## config.mk

```make
export PLATFORM = sky130hd
export DESIGN_NAME = cnn_layer_sequencer_flat
export DESIGN_NICKNAME = d
export VERILOG_FILES = /design/src/rtl/cnn_seq_if.sv /design/src/rtl/cnn_layer_sequencer.sv /design/src/flat_wrapper.sv
export SDC_FILE = /design/constraint.sdc
export NUM_CORES = 1
export LEC_CHECK = 0
export BUFFER_PORTS_ARGS = -buffer_cell sky130_fd_sc_hd__buf_2
export CAP_MARGIN = 15
export CORE_MARGIN = 1
export CORE_UTILIZATION = 35
export CTS_CLUSTER_DIAMETER = 100
export DETAILED_ROUTE_END_ITERATION = 6
export PLACE_DENSITY = 0.71
export SETUP_SLACK_MARGIN = 0.3
export SLEW_MARGIN = 15
export SYNTH_ARGS = -nofsm -noshare
export SYNTH_HDL_FRONTEND = slang
export SYNTH_SLANG_ARGS = --single-unit
```

## constraint.sdc

```tcl
create_clock -name M_AXI_ACLK -period 4.7 [get_ports M_AXI_ACLK]
set_input_delay 1.175 -clock M_AXI_ACLK [delete_from_list [all_inputs] [get_ports M_AXI_ACLK]]
set_output_delay 1.175 -clock M_AXI_ACLK [all_outputs]
set_load 0.05 [all_outputs]
```

## src/rtl/cnn_seq_if.sv

```systemverilog
// Control/status bundle between the host-side controller and the CNN layer sequencer.
// The sequencer binds to the slave modport; the host or bench binds to the master modport.
interface cnn_seq_if #(
  parameter int unsigned LW         = 4,
  parameter int unsigned ADDR_WIDTH = 32
);
  logic                  start_cnn;
  logic [LW-1:0]         num_layers;
  logic                  step_mode;
  logic                  step;
  logic                  clear_error;
  logic                  layer_done;
  logic                  wr_layer_done;
  logic [LW-1:0]         count_layer;
  logic [ADDR_WIDTH-1:0] rd_base_addr;
  logic [ADDR_WIDTH-1:0] wr_base_addr;
  logic                  start_read;
  logic                  start_layer;
  logic                  busy;
  logic                  done_cnn;
  logic                  error;

  modport master (
    output start_cnn, num_layers, step_mode, step, clear_error, layer_done, wr_layer_done,
    input  count_layer, rd_base_addr, wr_base_addr, start_read, start_layer, busy, done_cnn,
           error
  );

  modport slave (
    input  start_cnn, num_layers, step_mode, step, clear_error, layer_done, wr_layer_done,
    output count_layer, rd_base_addr, wr_base_addr, start_read, start_layer, busy, done_cnn,
           error
  );
endinterface

```

## src/rtl/cnn_layer_sequencer.sv

```systemverilog
// Walks up to NUM_LAYER layers, pulses the read DMA and compute core per layer, ping-pongs
// feature-map buffers, supports single-step pausing and a per-layer watchdog.
module cnn_layer_sequencer #(
  parameter int unsigned           NUM_LAYER      = 13,
  parameter int unsigned           ADDR_WIDTH     = 32,
  parameter logic [ADDR_WIDTH-1:0] IFM_BASE       = 32'h1000_0000,
  parameter logic [ADDR_WIDTH-1:0] PING_BASE      = 32'h2000_0000,
  parameter logic [ADDR_WIDTH-1:0] PONG_BASE      = 32'h3000_0000,
  parameter logic [ADDR_WIDTH-1:0] OUT_BASE       = 32'h4000_0000,
  parameter int unsigned           TIMEOUT_CYCLES = 0,
  parameter int unsigned           LW             = $clog2(NUM_LAYER + 1)
) (
  input logic     M_AXI_ACLK,
  input logic     M_AXI_ARESETN,
  cnn_seq_if.slave bus
);

  typedef enum logic [2:0] {StIdle, StCfg, StRun, StPause, StDone, StError} state_e;

  state_e                state_q, state_d;
  logic [LW-1:0]         n_q, n_d;
  logic [LW-1:0]         count_q, count_d;
  logic [ADDR_WIDTH-1:0] rd_q, rd_d, wr_q, wr_d;
  logic                  c_done_q, c_done_d, w_done_q, w_done_d;
  logic                  start_q, start_d;
  logic [31:0]           wdog_q, wdog_d;

  logic c_set, w_set, both_done, last_layer, timeout;

  // Flags include this cycle's pulses so completion is seen without an extra cycle.
  assign c_set      = c_done_q | bus.layer_done;
  assign w_set      = w_done_q | bus.wr_layer_done;
  assign both_done  = c_set & w_set;
  assign last_layer = (count_q == n_q - LW'(1));
  assign timeout    = (TIMEOUT_CYCLES != 0) && (wdog_q == 32'(TIMEOUT_CYCLES - 1));

  always_comb begin
    state_d  = state_q;
    n_d      = n_q;
    count_d  = count_q;
    rd_d     = rd_q;
    wr_d     = wr_q;
    c_done_d = c_done_q;
    w_done_d = w_done_q;
    wdog_d   = wdog_q;
    start_d  = 1'b0;
    unique case (state_q)
      StIdle: begin
        if (bus.start_cnn) begin
          n_d     = bus.num_layers;
          count_d = '0;
          if (bus.num_layers == '0 || bus.num_layers > LW'(NUM_LAYER)) state_d = StError;
          else                                                          state_d = StCfg;
        end
      end
      StCfg: begin
        if (count_q == '0)     rd_d = IFM_BASE;
        else if (!count_q[0])  rd_d = PONG_BASE;
        else                   rd_d = PING_BASE;
        if (last_layer)        wr_d = OUT_BASE;
        else if (!count_q[0])  wr_d = PING_BASE;
        else                   wr_d = PONG_BASE;
        c_done_d = 1'b0;
        w_done_d = 1'b0;
        wdog_d   = '0;
        start_d  = 1'b1;
        state_d  = StRun;
      end
      StRun: begin
        c_done_d = c_set;
        w_done_d = w_set;
        wdog_d   = wdog_q + 32'd1;
        if (both_done) begin
          if (last_layer)         state_d = StDone;
          else if (bus.step_mode) state_d = StPause;
          else begin
            count_d = count_q + LW'(1);
            state_d = StCfg;
          end
        end else if (timeout) begin
          state_d = StError;
        end
      end
      StPause: begin
        if (bus.step) begin
          count_d = count_q + LW'(1);
          state_d = StCfg;
        end
      end
      StDone:  state_d = StIdle;
      StError: if (bus.clear_error) state_d = StIdle;
      default: state_d = StIdle;
    endcase
  end

  always_ff @(posedge M_AXI_ACLK or negedge M_AXI_ARESETN) begin
    if (!M_AXI_ARESETN) begin
      state_q  <= StIdle;
      n_q      <= '0;
      count_q  <= '0;
      rd_q     <= '0;
      wr_q     <= '0;
      c_done_q <= 1'b0;
      w_done_q <= 1'b0;
      start_q  <= 1'b0;
      wdog_q   <= '0;
    end else begin
      state_q  <= state_d;
      n_q      <= n_d;
      count_q  <= count_d;
      rd_q     <= rd_d;
      wr_q     <= wr_d;
      c_done_q <= c_done_d;
      w_done_q <= w_done_d;
      start_q  <= start_d;
      wdog_q   <= wdog_d;
    end
  end

  assign bus.count_layer  = count_q;
  assign bus.rd_base_addr = rd_q;
  assign bus.wr_base_addr = wr_q;
  assign bus.start_read   = start_q;
  assign bus.start_layer  = start_q;
  assign bus.busy         = (state_q == StCfg) || (state_q == StRun) || (state_q == StPause);
  assign bus.done_cnn     = (state_q == StDone);
  assign bus.error        = (state_q == StError);

endmodule

```

## src/flat_wrapper.sv

```systemverilog
// flat-port wrapper written by rule: the top's interface ports become plain ports
module cnn_layer_sequencer_flat 
#(
  parameter int unsigned           NUM_LAYER      = 13,
  parameter int unsigned           ADDR_WIDTH     = 32,
  parameter logic [ADDR_WIDTH-1:0] IFM_BASE       = 32'h1000_0000,
  parameter logic [ADDR_WIDTH-1:0] PING_BASE      = 32'h2000_0000,
  parameter logic [ADDR_WIDTH-1:0] PONG_BASE      = 32'h3000_0000,
  parameter logic [ADDR_WIDTH-1:0] OUT_BASE       = 32'h4000_0000,
  parameter int unsigned           TIMEOUT_CYCLES = 0,
  parameter int unsigned           LW             = $clog2(NUM_LAYER + 1)
)
  (M_AXI_ACLK, M_AXI_ARESETN, bus_start_cnn, bus_num_layers, bus_step_mode, bus_step, bus_clear_error, bus_layer_done, bus_wr_layer_done, bus_count_layer, bus_rd_base_addr, bus_wr_base_addr, bus_start_read, bus_start_layer, bus_busy, bus_done_cnn, bus_error);
  cnn_seq_if #(.LW(LW), .ADDR_WIDTH(ADDR_WIDTH)) bus_i ();
  input logic M_AXI_ACLK;
  input logic M_AXI_ARESETN;
  input wire logic [$bits(bus_i.start_cnn)-1:0] bus_start_cnn;
  input wire logic [$bits(bus_i.num_layers)-1:0] bus_num_layers;
  input wire logic [$bits(bus_i.step_mode)-1:0] bus_step_mode;
  input wire logic [$bits(bus_i.step)-1:0] bus_step;
  input wire logic [$bits(bus_i.clear_error)-1:0] bus_clear_error;
  input wire logic [$bits(bus_i.layer_done)-1:0] bus_layer_done;
  input wire logic [$bits(bus_i.wr_layer_done)-1:0] bus_wr_layer_done;
  output wire logic [$bits(bus_i.count_layer)-1:0] bus_count_layer;
  output wire logic [$bits(bus_i.rd_base_addr)-1:0] bus_rd_base_addr;
  output wire logic [$bits(bus_i.wr_base_addr)-1:0] bus_wr_base_addr;
  output wire logic [$bits(bus_i.start_read)-1:0] bus_start_read;
  output wire logic [$bits(bus_i.start_layer)-1:0] bus_start_layer;
  output wire logic [$bits(bus_i.busy)-1:0] bus_busy;
  output wire logic [$bits(bus_i.done_cnn)-1:0] bus_done_cnn;
  output wire logic [$bits(bus_i.error)-1:0] bus_error;
  assign bus_i.start_cnn = bus_start_cnn;
  assign bus_i.num_layers = bus_num_layers;
  assign bus_i.step_mode = bus_step_mode;
  assign bus_i.step = bus_step;
  assign bus_i.clear_error = bus_clear_error;
  assign bus_i.layer_done = bus_layer_done;
  assign bus_i.wr_layer_done = bus_wr_layer_done;
  assign bus_count_layer = bus_i.count_layer;
  assign bus_rd_base_addr = bus_i.rd_base_addr;
  assign bus_wr_base_addr = bus_i.wr_base_addr;
  assign bus_start_read = bus_i.start_read;
  assign bus_start_layer = bus_i.start_layer;
  assign bus_busy = bus_i.busy;
  assign bus_done_cnn = bus_i.done_cnn;
  assign bus_error = bus_i.error;
  cnn_layer_sequencer #(.NUM_LAYER(NUM_LAYER), .ADDR_WIDTH(ADDR_WIDTH), .IFM_BASE(IFM_BASE), .PING_BASE(PING_BASE), .PONG_BASE(PONG_BASE), .OUT_BASE(OUT_BASE), .TIMEOUT_CYCLES(TIMEOUT_CYCLES), .LW(LW)) u_core (.M_AXI_ACLK(M_AXI_ACLK), .M_AXI_ARESETN(M_AXI_ARESETN), .bus(bus_i));
endmodule
```

### Word-level counts from Yosys, hierarchy flattened

Index checks and enable logic that the tools add are counted.

| word-level totals | value |
|---|---|
| logic and storage cells | 58 |
| RAM bits | 0 |
| bits of input ports | 12 |
| flip-flop bits (word level) | 78 |
| memories | 0 |
| bits in read-only memories | 0 |
| output and inout bits | 73 |
| bits in latches | 0 |

| operators by class | value |
|---|---|
| equal/unequal tests | 12 |
| bitwise gates (word level) | 3 |
| add/sub/neg operators | 2 |
| multiply operators | 0 |
| muxes and demuxes | 21 |
| $lt $le $gt $ge | 1 |
| div/mod/pow operators | 0 |
| reductions and logical operators | 11 |
| shifts and indexed selects | 0 |

Operators with widths:

| kind | count |
|---|---|
| 32-bit 2-to-1 mux | 2 |
| 29-bit 2-to-1 mux | 2 |
| 4-bit 2-to-1 mux | 5 |
| 3-bit 2-to-1 mux | 6 |
| 3-bit one-hot mux with 5 select lines | 1 |
| 4-bit one-hot mux with 3 select lines | 1 |
| 2-bit inequality test, second input constant | 5 |
| 4-bit logical NOT | 2 |
| 3-bit by 2-bit equality test with 1-bit output, second input constant | 2 |
| 3-bit equality test, second input constant | 2 |
| 6-bit AND reduction | 1 |
| 4-bit by 1-bit adder with 4-bit output, second input constant | 1 |
| 4-bit equality test | 1 |
| 4-bit greater-than comparator, second input constant | 1 |
| 1-bit one-hot mux with 2 select lines | 2 |
| 4-bit AND reduction | 1 |
| 4-bit by 1-bit subtractor with 4-bit output, second input constant | 1 |
| 3-bit by 1-bit equality test with 1-bit output, second input constant | 1 |
| 3-bit logical NOT | 1 |
| 1-bit logical OR | 3 |
| 3-bit nonzero test | 1 |
| 2-bit 2-to-1 mux | 1 |
| 2-bit by 1-bit inequality test with 1-bit output, second input constant | 1 |
| 1-bit OR | 2 |
| other kinds (4) | 4 |

### Logic depth before layout (Yosys ltp)

Gate-level depths: netlist (run 1).

| depth | value |
|---|---|
| depth in word-level cells | 5 |
| gate-level depth with buffers | 7 |
| gate-level depth less buffers | 7 |

### Worst setup path after synthesis (run 1)

OpenSTA, ideal clock, no wires.

| timing path | value |
|---|---|
| kind | flip-flop to output port |
| start point | register u_core.state_q[2] |
| end point | output bus_done_cnn |
| stages on the path, launching flop included | 3 |
| data required time | 3.525 ns |
| path slack | 1.683 ns |
| arrival | 1.842 ns |
| path buffers | 1 |
| cell sequence | dfrtp_1 -> clkbuf_1 -> nor3b_1 |

| between the ends | value |
|---|---|
| word-level cells in the longest chain between the ends | 1 |

RTL lines:

| what | line | RTL |
|---|---|---|
| from (decl) | cnn_layer_sequencer.sv:20 | `state_e state_q, state_d;` |
| from (signal assigned) | cnn_layer_sequencer.sv:98 | `state_q <= StIdle;` |
| from (signal assigned) | cnn_layer_sequencer.sv:108 | `state_q <= state_d;` |
| 3-bit equality test | cnn_layer_sequencer.sv:126 | `assign bus.done_cnn = (state_q == StDone);` |
| to (decl) | flat_wrapper.sv:30 | `output wire logic [$bits(bus_i.done_cnn)-1:0] bus_done_cnn;` |

No other way between the ends.

### Final worst setup path (run 1)

Ends and elaborated chain as after synthesis.

==> results by stage, run 1 <==
GRT:
- The number of antenna violations at the first check in global routing was 0.
- The residual overflow from global routing is 0.
- The via count of the first global-routing pass is about 800.
- The wire length of the first global-routing pass is around 3700 µm.
- The pin count of the biggest net entering global routing is 20.
- Across every metal layer, demand over resource in global routing totals 0.1123.

STA:
- The number of pins with negative max-slew slack in the final report is 0.
- The period utilization is 0.5384.
- The post-route setup TNS is 0 ps.
- Across the routed clock network, the largest skew measured is roughly 1.2 ps.
- The final count of hold timing violations is 0.
- Setup repair after global routing left no endpoint under its margin.
- For the finished layout, the period the worst path requires is about 2500 ps.
- The maximum frequency from static timing analysis is between 300 and 400 MHz.
- Setup violations remaining at the end of the flow were counted as 0.

Worst hold path:
- The path class of the tightest hold or removal check is flip-flop to flip-flop.

Floorplan:
- The core region area is approximately 4100 µm².
- From left edge to right edge, the die measures 68.50 µm.
- The initial core utilization is 0.3761.
- The floorplan has 23 rows.
- The number of ports placed on the die boundary is between 80 and 90.
- Measured along the y axis, the die boundary spans between 60 and 70 µm.
- The floorplan die area is 4692 µm².

Setup path:
- The arrival time at the worst endpoint is 1360 ps.
- STA puts the critical path data required time at 3520 ps.
- The category of the worst setup path launch point is a flip-flop.
- The capturing element type of the critical path is a primary output.
- The setup path with the least slack is of type flip-flop to primary output.
- In this run the worst path has a maximum fanout of 15.

Clock network:
- After clock tree synthesis, the clock-pin slew on the worst setup and hold paths is 70 ps.
- The clock reaches the later pin of the worst-skew pair after ~260 ps.
- The clock net in this run drives a total of 19 sinks.
- The number of gates resized after CTS was 0.
- Clock tree synthesis inserted a total of 3 buffers.
- The H-tree depth is 1.
- The count of hold-fix buffers inserted at cts is 0.
- The longest clock path from root to sink contains 2 buffers.
- In this run the clock root is driven by a sky130_fd_sc_hd__clkbuf_8.
- The TritonCTS clock tree is done.
- After clock tree synthesis, the setup repair step added 0 buffers.

Layout:
- For this run, the post-layout net count is 215.
- The area of all placed cells without fillers is about 1500 µm².
- The repair_antennas step left the layout with diodes totalling 0.
- In the final layout, the share of cells above drive strength 1 is 0.1709.
- The signed area change from the synthesized netlist to the final layout is -1.940%.
- Counting the fill cells in the layout gives about 450.

Drt:
- The average vias per placed instance is 4.209.
- In the final routed layout, each cell accounts on average for about 9.7 µm.
- The number of DRC markers after the initial detailed-route iteration is 23.
- The first TritonRoute pass finished after 4 iterations.
- After detailed routing, the number of remaining DRC violations is 0.
- The post-detailed-routing wire length is 2410 µm.
- The total via count in the routed design is between 1000 and 1500.
- The detail route stage leaves a number of antenna-violating nets equal to 0.

Synth:
- Yosys printed 0 warnings.
- The share of the Yosys chip area taken by registers is 0.3072.
- The number of instances in the synthesized netlist is 177.
- The average instance in the mapped netlist occupies ~8.7 µm².
- After synthesis the cells add up to around 1500 µm².
- The synthesized design contains 19 register bits.
- The share of the synthesized area in the top cell type is 0.3072.
- sky130_fd_sc_hd__dfrtp_1 takes more of the synthesized area than any other cell.
- The commonest cells after synthesis are sky130_fd_sc_hd__buf_4 (61), sky130_fd_sc_hd__dfrtp_1 (19), sky130_fd_sc_hd__nand2_1 (16).
- In the post-synthesis netlist, the cell with the most instances is sky130_fd_sc_hd__buf_4.
- The proportion of register bits with asynchronous set or reset after synthesis is 1.000.
- The number of enable flip-flop cells after synthesis is 0.
- Among all flip-flop cells after synthesis, the most frequent one is sky130_fd_sc_hd__dfrtp_1.
- By area the synthesized netlist is led by sky130_fd_sc_hd__dfrtp_1 (31%), sky130_fd_sc_hd__buf_4 (30%), sky130_fd_sc_hd__nand2_1 (3.9%), sky130_fd_sc_hd__o21ai_1 (2.9%), sky130_fd_sc_hd__ha_1 (2.4%).
- After synthesis, the netlist uses between 40 and 50 different library cells.

Placement:
- The weighted congestion at the end of routability-driven global placement is ~0.82.
- The number of buffers added on ports is 25.
- Detailed placement ended at an HPWL of between 1500 and 2000 µm.
- Once placement finished, the instance area stood at about 1500 µm².

Flow run:
- The max-cap check violation count is 0.

Pwr:
- The maximum vdd ir drop is 0.0003023 V.
- In this run the power density over the cells is around 750 nW/µm².
- The static leakage is 0.8067 nW.

Outcome:
- The run finished with clean final reports.
metrics by stage:
| stage | cells | setup WS (ps) | util | hold slack [ps] | total power, mW |
|---|---|---|---|---|---|
| 2_1_floorplan | 235 | 1683 | - | 478.5 | 0.9632 |
| 3_3_place_gp | 245 | 2431 | 0.3579 | 462.4 | 1.020 |
| 3_5_place_dp | 245 | 2416 | 0.3579 | 478.5 | 1.033 |
| 4_1_cts | 249 | 2153 | 0.3688 | 494.5 | 1.149 |
| 5_1_grt | 249 | 2031 | 0.3688 | 521.4 | 1.228 |
| 6_report | 249 | 2169 | 0.3688 | 486.2 | 1.138 |
final cells by class:
class,count,area [µm²],share of cell area
clock buffers,4,45.04,0.02968
well taps,50,62.56,0.04122
multi-input cells,145,787.0,0.5185
flip-flops and latches,19,475.5,0.3133
inverters,6,22.52,0.01484
repair buffers,25,125.1,0.08244
worst max-delay path, stage by stage, from the launching register on:
cell and delay, ps:
sky130_fd_sc_hd__dfrtp_1 580, sky130_fd_sc_hd__nor3b_1 220, sky130_fd_sc_hd__buf_2 290
registers in the layout, indices dropped and copies added, names as in the netlist:
signal and cells:
u_core.bus.start_layer 1, u_core.n_q 4, u_core.w_done_q 1, u_core.bus.count_layer 4
u_core.state_q 3, u_core.bus.wr_base_addr 3, u_core.c_done_q 1, u_core.bus.rd_base_addr 2
power breakdown:
part	switching (mW)	internal, mW	total [mW]	leakage [nW]
combinational	0.484	0.213	0.697	0.551
clock	0.0543	0.0604	0.115	0.0228
sequential	0.0927	0.233	0.326	0.233
total	0.631	0.507	1.14	0.807
worst paths after layout:
| check | start | slack [ps] | cells after the start | to |
|---|---|---|---|---|
| max in group asynchronous | M_AXI_ARESETN | 3570 | 1 | u_core.state_q[0] |
| worst min-delay path | u_core.bus.wr_base_addr[28] | 490 | 2 | u_core.bus.wr_base_addr[28] |
| worst max register to register | u_core.bus.count_layer[2] | 2880 | 5 | u_core.bus.count_layer[0] |
| worst min register to register | u_core.bus.wr_base_addr[28] | 490 | 2 | u_core.bus.wr_base_addr[28] |
| worst max-delay path | u_core.state_q[2] | 2170 | 2 | bus_done_cnn |
| min in group asynchronous | M_AXI_ARESETN | 840 | 1 | u_core.bus.rd_base_addr[28] |
cells in the final DEF, fill, tap and decap left out, drive strengths merged, types with 2 or more instances in the layout:
cell,synthesis,routed
a21o,3,3
a21oi,7,7
a31oi,3,3
buf,62,25
clkbuf,3,4
conb,1,59
dfrtp,19,19
ha,3,3
inv,6,6
mux2,2,2
nand2,16,16
nand3,3,3
nand4,2,2
nor2,8,8
nor2b,2,2
nor3,5,5
o21ai,11,11
xnor2,3,3
metal layers:
layer	vias to the layer above	GRT usage	share of wire
li1	521	-	-
met1	474	0.1461	0.45
met2	48	0.1642	0.45
met3	5	0.03947	0.083
met4	0	0.05469	0.019
met5	-	0	0
cell families after synthesis:
kind of cell	count (synthesis)	synth area share
xor+xnor	5	0.03881
fa+ha+maj	3	0.02425
simple gates	45	0.1649
buf+inv	71	0.3250
flops	19	0.3072
compound gates	31	0.1229
mux	2	0.01455
other cells	1	0.002423
No activity file was read; power rests on OpenSTA's default activity.
==> run 2, diff against run 1 <==
PLACE_DENSITY = 0.74   (was 0.71)
clock period = 2.25 ns   (was 4.7 ns; I/O delays follow)
==> run 2 against run 1 <==
Against the previous run:
- via count rose by 3.0%
- critical endpoint is now bus_error
- utilization rose by 0.24 points
- flip-flop and latch count is the same
- largest cell class unchanged
- worst hold slack got worse by 250 ps
- setup slack worse by 1700 ps
- sequential share of layout area up 0.12 points
- combinational power up 110%
- non-clock buffer count stayed put
- final cell count unchanged
- first-iteration DRC count increased to 3.6 times the previous value
- wire length increased by 9.1%
==> results by stage, run 2 (synthesis gave the netlist of run 1 again) <==
Pwr:
- Dividing total power by cell area gives a power density of between 1500 and 2000 nW/µm².
- The part of the total power dissipated in the clock network is 0.099.
- The share of total power dissipated in combinational logic is 0.610.
- The analysis attributes to cell leakage a power of around 0.8 nW.
- IR analysis of the VDD net gives a maximum drop of 0.0005154 V.
- The net switching power is 1.348 mW.
- The internal cell power is 1.065 mW.
- The net switching fraction of the power is 0.5587.
- The share of total power dissipated in sequential elements is 0.291.
- Power comes to 2.414 mW.

Floorplan:
- The die extent in y is between 60 and 70 µm.
- For this configuration, the core starts out at a cell density of 0.3761.
- The floorplan has 23 rows.
- The floorplan die area is approximately 4700 µm².
- During I/O placement, the number of pins put on the boundary was 85.
- The core region area is approximately 4100 µm².
- The die span in x is just under 70 µm.

Layout:
- Leaving out fill and tap cells, the most frequent cells in the layout are sky130_fd_sc_hd__conb_1 (59), sky130_fd_sc_hd__buf_2 (25), sky130_fd_sc_hd__nand2_1 (16), sky130_fd_sc_hd__dfrtp_1 (15), sky130_fd_sc_hd__o21ai_1 (9).
- The signed area change from the synthesized netlist to the final layout is -1.293%.
- The utilization after layout is 0.3712.
- The area of all placed cells without fillers is 1528 µm².
- Excluding fillers, the count of instances in the completed layout stands at roughly 250.
- In the final layout, the share of cells above drive strength 1 is 0.1960.
- In the final design database the tool counted between 200 and 250 nets.
- Fill cells in the final layout number 436.
- Leaving out fill and tap cells, the most frequent cell in the layout is sky130_fd_sc_hd__conb_1.
- The number of antenna diodes in the final layout is 0.

Clock network:
- The root buffer cell is sky130_fd_sc_hd__clkbuf_8.
- The TritonCTS clock tree is done.
- The clock reaches the later pin of the worst-skew pair after around 260 ps.
- The clock-pin slew of the registers on the worst-case setup and hold paths is 70 ps.
- CTS built an H-tree with a depth of 1.
- The clock buffer count from CTS is 3.
- The clock passes through at most 2 buffers.
- The CTS sink count is 19.
- The count of hold-fix buffers inserted at cts is 0.

GRT:
- The pin count of the biggest net entering global routing is 20.
- The overall global routing resource usage is 0.1134.
- The via count of the first global-routing pass is around 840.
- The number of antenna violations at the first check in global routing was 0.
- The wire length of the first global-routing pass is ~3900 µm.
- Global routing finished with a remaining overflow of 0.

Setup path:
- The largest fanout on the critical path is 15.
- The critical path goes through and3b_1 -> buf_2.
- For the worst setup path, the data arrival time is 1260 ps.
- The critical path is of the flip-flop to primary output type.
- For the worst setup path, the data required time is 1690 ps.
- In this run the register-to-register setup slack is 460 ps.
- The capturing element type of the critical path is a primary output.
- The worst setup path is launched from a flip-flop.
- The maximum cell stage delay along the critical path is 510 ps.
- The slowest stage of the critical path belongs to the cell sky130_fd_sc_hd__dfrtp_2.

Drt:
- The wire length per cell is roughly 11 µm.
- The first detailed-routing pass ran for 4 iterations.
- The residual antenna-violating net count after detailed routing is 0.
- The final route contains between 1000 and 1500 vias.
- After detailed routing, the number of vias per cell comes to about 4.3.
- Wires add up to 2630 µm.
- The remaining design rule violation count is 0.
- The detailed router finished its first iteration with between 80 and 90 violations.

Placement:
- Once placement completed, the tool counted placed cells totaling approximately 250.
- In this run the tool buffered the top-level ports with 25 buffer cells.
- The detailed-placement wirelength estimate is ~2000 µm.
- The total placed instance area is around 1500 µm².
- The placement-stage worst setup slack is 414.1 ps.
- The weighted congestion at the end of routability-driven global placement is 0.7716.

STA:
- The number of pins with negative max-slew slack in the final report is 0.
- Once routing completed, OpenROAD measured the worst setup slack at 432.4 ps.
- The shortest period the worst path allows is around 1800 ps.
- The tightest hold path in the finished design has a slack of approximately 230 ps.
- For the pin with the worst max-slew slack, the measured transition is about 530 ps.
- Setup repair after global routing left no endpoint under its margin.
- In this run the tightest slew margin relative to its limit is 0.6472.
- The total of endpoints with negative setup slack in the final report is 0.
- The clock tree skew after final layout is ~1.0 ps.
- The period utilization is 0.8078.
- Derived from the worst setup path, the maximum achievable clock frequency is roughly 550 MHz.
- The final count of hold timing violations was 0.
- Setup total negative slack on the finished layout was measured at 0 ps.

Flow run:
- Across the run, the number of max-cap violations was 0.

Worst hold path:
- The type of the tightest min-delay check is primary input to asynchronous set/reset pin.

Outcome:
- The flow ran to the end, and the final reports show no timing, DRC or antenna violations.
[run 2: cell count changes in the layout (fill, tap and decap cells not counted)]
cell | previous run | this run
sky130_fd_sc_hd__dfrtp_1 | 19 | 15
sky130_fd_sc_hd__dfrtp_2 | 0 | 4
sky130_fd_sc_hd__nor3b_1 | 1 | 0
sky130_fd_sc_hd__nor3b_2 | 0 | 1
[run 2: critical path: cells and delay by family, from the launching register on]
family                 cells  cell delay (ps)
flip-flops                 1              510
AND/OR/NAND/NOR            1              240
buffers and inverters      1              250
[run 2: final cells by class]
type / instances / area, µm² / share of cell area
Inverter: 6 / 22.52 / 0.01474
Timing Repair Buffer: 25 / 125.1 / 0.08190
Multi-Input combinational cell: 145 / 792.0 / 0.5184
Clock buffer: 4 / 45.04 / 0.02948
Sequential cell: 19 / 480.5 / 0.3145
Tap cell: 50 / 62.56 / 0.04095
[run 2: per-layer routing]
layer,vias up,wire length (µm),track usage
met5,-,0,0
met4,0,35,0.03125
met3,6,196,0.03454
met2,53,1222,0.1667
met1,502,1176,0.1589
li1,518,-,-
[run 2: worst paths after layout]
check	startpoint	endpoint	depth (start not counted)
worst min-delay path	M_AXI_ARESETN	u_core.bus.count_layer[3]	1
worst max-delay path	u_core.state_q[1]	bus_error	2
max in group asynchronous	M_AXI_ARESETN	u_core.state_q[2]	1
min in group M_AXI_ACLK	u_core.bus.rd_base_addr[29]	u_core.bus.rd_base_addr[29]	1
worst max register to register	u_core.n_q[0]	u_core.bus.count_layer[0]	7
worst min register to register	u_core.bus.rd_base_addr[29]	u_core.bus.rd_base_addr[29]	1
[run 2: timing repair]
item,4_1_cts,5_1_grt
buffers inserted,0,0
resized for setup,0,3
endpoints found under the setup margin,0,7
[run 2: power groups by stage]
stage	Combinational, mW	Sequential (mW)	Clock, mW
after floorplan	1.20	0.817	0
after global routing	1.60	0.724	0.259
after detailed placement	1.47	0.701	0
after CTS	1.48	0.692	0.248
after global placement	1.44	0.691	0
final	1.47	0.701	0.240
